--- src/rtl/regfile_access_ctrl.sv ---
// Register-file initiator: one outstanding operand read with write-queue forwarding,
// and an in-order writeback queue that drains one entry per cycle into the file.
module regfile_access_ctrl #(
    parameter int DATA_W   = 16,
    parameter int ADDR_W   = 4,
    parameter int WQ_DEPTH = 4,
    parameter int R0_ZERO  = 0
) (
    input  logic                      clk,
    input  logic                      reset,
    input  logic                      req_valid,
    output logic                      req_ready,
    input  logic [ADDR_W-1:0]         req_rs,
    input  logic [ADDR_W-1:0]         req_rt,
    output logic                      op_valid,
    input  logic                      op_ready,
    output logic [DATA_W-1:0]         op_a,
    output logic [DATA_W-1:0]         op_b,
    input  logic                      wb_valid,
    output logic                      wb_ready,
    input  logic [ADDR_W-1:0]         wb_addr,
    input  logic [DATA_W-1:0]         wb_data,
    input  logic                      wq_stall,
    output logic [$clog2(WQ_DEPTH):0] wq_count,
    output logic [ADDR_W-1:0]         AA,
    output logic [ADDR_W-1:0]         BA,
    input  logic [DATA_W-1:0]         Aout,
    input  logic [DATA_W-1:0]         Bout,
    output logic [ADDR_W-1:0]         DA,
    output logic [DATA_W-1:0]         D,
    output logic                      RW
);
    localparam int PTR_W = $clog2(WQ_DEPTH);
    localparam int CNT_W = PTR_W + 1;

    typedef enum logic [1:0] {IDLE, READ, HOLD} state_t;

    state_t              state_reg, state_next;
    logic                accept, capture, op_done;
    logic [ADDR_W-1:0]   aa_reg, ba_reg;
    logic [DATA_W-1:0]   op_a_reg, op_b_reg;
    logic                op_valid_reg;

    logic [ADDR_W-1:0]   addr_mem [WQ_DEPTH];
    logic [DATA_W-1:0]   data_mem [WQ_DEPTH];
    logic [PTR_W-1:0]    rd_ptr_reg, wr_ptr_reg;
    logic [CNT_W-1:0]    count_reg;
    logic                push, pop;

    logic [PTR_W-1:0]    slot_age [WQ_DEPTH];
    logic [WQ_DEPTH-1:0] match_a, match_b;
    logic [PTR_W-1:0]    fwd_slot;
    logic [DATA_W-1:0]   fwd_a, fwd_b;

    // Writebacks to r0 still complete their handshake but never occupy a slot.
    assign wb_ready = (count_reg != CNT_W'(WQ_DEPTH));
    assign push     = wb_valid && wb_ready && !((R0_ZERO != 0) && (wb_addr == '0));
    assign RW       = (count_reg != '0) && !wq_stall;
    assign pop      = RW;
    assign DA       = addr_mem[rd_ptr_reg];
    assign D        = data_mem[rd_ptr_reg];
    assign wq_count = count_reg;

    assign AA       = aa_reg;
    assign BA       = ba_reg;
    assign op_a     = op_a_reg;
    assign op_b     = op_b_reg;
    assign op_valid = op_valid_reg;

    // Age 0 is the head; a slot is live when its age is below the occupancy.
    generate
        for (genvar gi = 0; gi < WQ_DEPTH; gi++) begin : g_slot
            assign slot_age[gi] = PTR_W'(gi) - rd_ptr_reg;
            assign match_a[gi]  = ({1'b0, slot_age[gi]} < count_reg) && (addr_mem[gi] == aa_reg);
            assign match_b[gi]  = ({1'b0, slot_age[gi]} < count_reg) && (addr_mem[gi] == ba_reg);
        end
    endgenerate

    // Walk from oldest to youngest so the youngest matching entry wins.
    always_comb begin
        fwd_a    = Aout;
        fwd_b    = Bout;
        fwd_slot = rd_ptr_reg;
        for (int k = 0; k < WQ_DEPTH; k++) begin
            fwd_slot = rd_ptr_reg + PTR_W'(k);
            if (match_a[fwd_slot]) fwd_a = data_mem[fwd_slot];
            if (match_b[fwd_slot]) fwd_b = data_mem[fwd_slot];
        end
        if ((R0_ZERO != 0) && (aa_reg == '0)) fwd_a = '0;
        if ((R0_ZERO != 0) && (ba_reg == '0)) fwd_b = '0;
    end

    always_comb begin
        state_next = state_reg;
        req_ready  = 1'b0;
        accept     = 1'b0;
        capture    = 1'b0;
        op_done    = 1'b0;
        case (state_reg)
            IDLE: begin
                req_ready = 1'b1;
                if (req_valid) begin
                    accept     = 1'b1;
                    state_next = READ;
                end
            end
            READ: begin
                capture    = 1'b1;
                state_next = HOLD;
            end
            HOLD: begin
                if (op_ready) begin
                    op_done    = 1'b1;
                    state_next = IDLE;
                end
            end
            default: state_next = IDLE;
        endcase
    end

    always_ff @(posedge clk or negedge reset) begin
        if (!reset) begin
            state_reg    <= IDLE;
            aa_reg       <= '0;
            ba_reg       <= '0;
            op_a_reg     <= '0;
            op_b_reg     <= '0;
            op_valid_reg <= 1'b0;
        end else begin
            state_reg <= state_next;
            if (accept) begin
                aa_reg <= req_rs;
                ba_reg <= req_rt;
            end
            if (capture) begin
                op_a_reg     <= fwd_a;
                op_b_reg     <= fwd_b;
                op_valid_reg <= 1'b1;
            end else if (op_done) begin
                op_valid_reg <= 1'b0;
            end
        end
    end

    always_ff @(posedge clk or negedge reset) begin
        if (!reset) begin
            rd_ptr_reg <= '0;
            wr_ptr_reg <= '0;
            count_reg  <= '0;
            for (int i = 0; i < WQ_DEPTH; i++) begin
                addr_mem[i] <= '0;
                data_mem[i] <= '0;
            end
        end else begin
            if (push) begin
                addr_mem[wr_ptr_reg] <= wb_addr;
                data_mem[wr_ptr_reg] <= wb_data;
                wr_ptr_reg           <= wr_ptr_reg + PTR_W'(1);
            end
            if (pop) rd_ptr_reg <= rd_ptr_reg + PTR_W'(1);
            case ({push, pop})
                2'b10:   count_reg <= count_reg + CNT_W'(1);
                2'b01:   count_reg <= count_reg - CNT_W'(1);
                default: count_reg <= count_reg;
            endcase
        end
    end
endmodule

--- config.mk ---
export PLATFORM = sky130hd
export DESIGN_NAME = regfile_access_ctrl
export DESIGN_NICKNAME = d
export VERILOG_FILES = /design/src/rtl/regfile_access_ctrl.sv
export SDC_FILE = /design/constraint.sdc
export NUM_CORES = 1
export LEC_CHECK = 0
export ABC_AREA = 1
export CORE_MARGIN = 10
export CORE_UTILIZATION = 51
export CTS_BUF_LIST = sky130_fd_sc_hd__clkbuf_2 sky130_fd_sc_hd__clkbuf_4 sky130_fd_sc_hd__clkbuf_8
export DETAILED_ROUTE_END_ITERATION = 10
export GPL_TIMING_DRIVEN = 1
export PLACE_DENSITY_LB_ADDON = 0.25
export SLEW_MARGIN = 20
export SYNTH_ARGS = -nofsm -noshare
export SYNTH_HDL_FRONTEND = slang
export SYNTH_SLANG_ARGS = --single-unit
--- constraint.sdc ---
create_clock -name clk -period 2.45 [get_ports clk]
set_input_delay 0.245 -clock clk [delete_from_list [all_inputs] [get_ports clk]]
set_output_delay 0.245 -clock clk [all_outputs]
set_load 0.02 [all_outputs]
==> qor.yml <==
outcome: "complete, but fails checks"
violations: "setup timing"
fin_worst_skew_ns: 0.02143
cts_sinks: 130
slowest_delay_ns: 0.54
drtPass1Iterations: 6
ant_nets: 0
regMostFlops: "data_mem"
drc: 0
port_buffers: 132
synth_area_leader_cell: "dfrtp_1"
synth_ff_type: "dfrtp_1"
r2r_slack_ns: -0.06
place_ws_ns: -0.04524
cp-end-kind: "flip-flop"
wirelength_um: 32600
cts_made_buffers: 17
startpoint: "rd_ptr_reg[0]"
path_delay_family: "simple AND/OR/NAND/NOR gates"
grt_start_max_net_pins: 62
drt_iter0_drc: 1686
worstSkewPairLatency_ns: 0.47
drive_gt1_share_pct: 16.63
worst_slack_ns: -0.05595
hpwl_um: 23360
slew_headroom_pct: 46.05
fin_crit_ns: 2.506
layout.nets: 1681
critPathRequiredTime_ns: 2.82
rsz0062_at_grt: "true"
core-area_um2: 17300
antenna_found_initial: 0
synth.top_cells.by_area: "dfrtp_1, nand2_1, o21ai_0, inv_1, nand3_1"
overflow: 0
hold_ws_ns: 0.2528
finalInstanceArea_um2: 12240
vias: 10110
die_y_um: 152.9
critPathBufInv: 4
area_growth_pct: 35.90
synth_area_um2: 9009
rows: 48
maxCapViolCount: 0
avgViaCountPerCell: 5.487
start_util_pct: 52.08
async_flop_share_pct: 100.0
wl_met3_um: 3831
track_usage_pct: 25.70
critPathLaunchType: "flip-flop"
clockRootBuffer: "clkbuf_8"
drt-met1-wl_um: 14710
hold_class: "in -> async"
finalCritPeriodShare_pct: 102.3
synth_edf_count: 0
final-setup-viol-count: 11
synth_cell_type_count: 32
cp.arrival_ns: 2.87
yosys-top-cells-count: "nand2_1, o21ai_0, inv_1"
syn_nets: 1479
post_drt_wl_per_cell_um: 17.69
grt_pass1_vias: 8819
grt_pass1_wl_um: 49000
fmax_mhz: 399.1
largest_reg_flops: 64
rr_worst_depth: 19
ys_ff_latch: 130
fp.dieArea_um2: 23380
fill_cells: 1475
ys_seq_area_share_pct: 36.11
place_congestion: 0.9960
top_layer: "met4"
slowest_stage: "dfrtp_4"
final_hold_viol_count: 0
worst_slew_pin_slew_ns: 0.8081
syn_inst: 1403
ctsLongestPathBuffers: 2
yosysMostFrequentCell: "nand2_1"
num_io_pins: 133
maxSlewViolCount: 0
crit_type: "reg -> reg"
yosysWarnings: 0
critPathMaxFanout: 8
path_cells: "inv_4, nand2_4, nand2_4, buf_6, ha_4, nand2_1, nand2_1, nand2_2, nand4_1, nand2_2, buf_6, nand2_8, buf_12, nand3_2, nand3_2, nand3_1, nand2_1, nand2_1, nand2_1"
antenna_cells: 0
critPathMostFrequentCell: "nand2_1"
syn_avg_cell_area_um2: 6.421
cts.clk_slew.worst_paths_ns: 0.10
cts_tree: "built"
synth_top_area_share_pct: 36.11
cts-htree-levels: 4
wl_met2_um: 13400
r2r-end: "op_a[11]"
die_x_um: 152.9
r2r-start: "rd_ptr_reg[0]"
postPlaceCellArea_um2: 11250
layout make-up:
type	instances	area (µm²)	share of cell area [%]
Multi-Input combinational cell	1037	5186	42.36
Sequential cell	130	3258	26.61
Timing Repair Buffer	247	2457	20.07
Inverter	171	654.4	5.345
Tap cell	225	281.5	2.299
Clock buffer	19	249.0	2.034
Clock inverter	13	151.4	1.237
Timing Repair inverter	1	5.005	0.04088
worst max path at each step:
| stage | endpoint | slack (ns) | cells after the start |
|---|---|---|---|
| 6_report | op_a[11] | -0.06 | 19 |
| 5_1_grt | op_a[5] | -0.17 | 18 |
| 4_1_cts | D[4] | 0.001 | 7 |
| 3_5_place_dp | D[15] | -0.05 | 7 |
| 3_3_place_gp | D[2] | 0.01 | 5 |
| 2_1_floorplan | op_a[14] | 0.01 | 21 |
per-stage QoR:
| step | instances | setup TNS, ns | util, % |
|---|---|---|---|
| final | 1843 | -0.2908 | 70.78 |
| after global routing | 1843 | -2.104 | 70.78 |
| after CTS | 1825 | 0 | 67.75 |
| after detailed placement | 1791 | -0.05123 | 65.02 |
| after global placement | 1791 | 0 | 65.02 |
| after floorplan | 1403 | 0 | - |
cells by family (layout without fill, tap and decap cells):
kind of cell / count (synthesis) / in the layout / synth area share, %
flip-flops: 130 / 130 / 36.11
AND/OR/NAND/NOR: 762 / 763 / 34.67
adder cells (fa/ha/maj): 10 / 10 / 1.472
multiplexers: 32 / 32 / 3.556
AO/OA/AOI/OAI: 224 / 225 / 12.96
XOR/XNOR: 7 / 7 / 0.6806
buffers and inverters: 238 / 451 / 10.56
layout by cell type (no fill, tap or decap), types with 8 or more instances in the layout:
cell type,instances
nand3_1,89
nand4_1,12
nand3_2,20
clkdlybuf4s50_1,110
nand2_1,548
o21ai_1,13
o21ai_2,8
buf_4,83
o21ai_0,171
nor2_1,26
buf_6,12
a21oi_1,17
nand2_4,8
buf_12,13
nand2_2,31
inv_1,161
clkbuf_8,17
mux2i_1,28
dfrtp_1,128
or2_2,12
repair_timing:
item                                    in CTS  in global routing
cloned                                       1                  7
endpoints found under the setup margin      23                 46
gates resized for setup                     69                110
hold endpoints to repair                    31                  0
pin swaps                                    0                 47
setup buffers                                0                 11
hold buffers                                 1                  0
metal layers:
layer / vias up / track usage (%)
li1: 4848 / -
met3: 67 / 6.930
met1: 4598 / 38.51
met2: 599 / 35.38
met4: 0 / 6.222
met5: - / 0
Power is left out: the tool's default activity adds up to more than one toggle a clock period on the data nets, which glitch-free logic cannot reach.
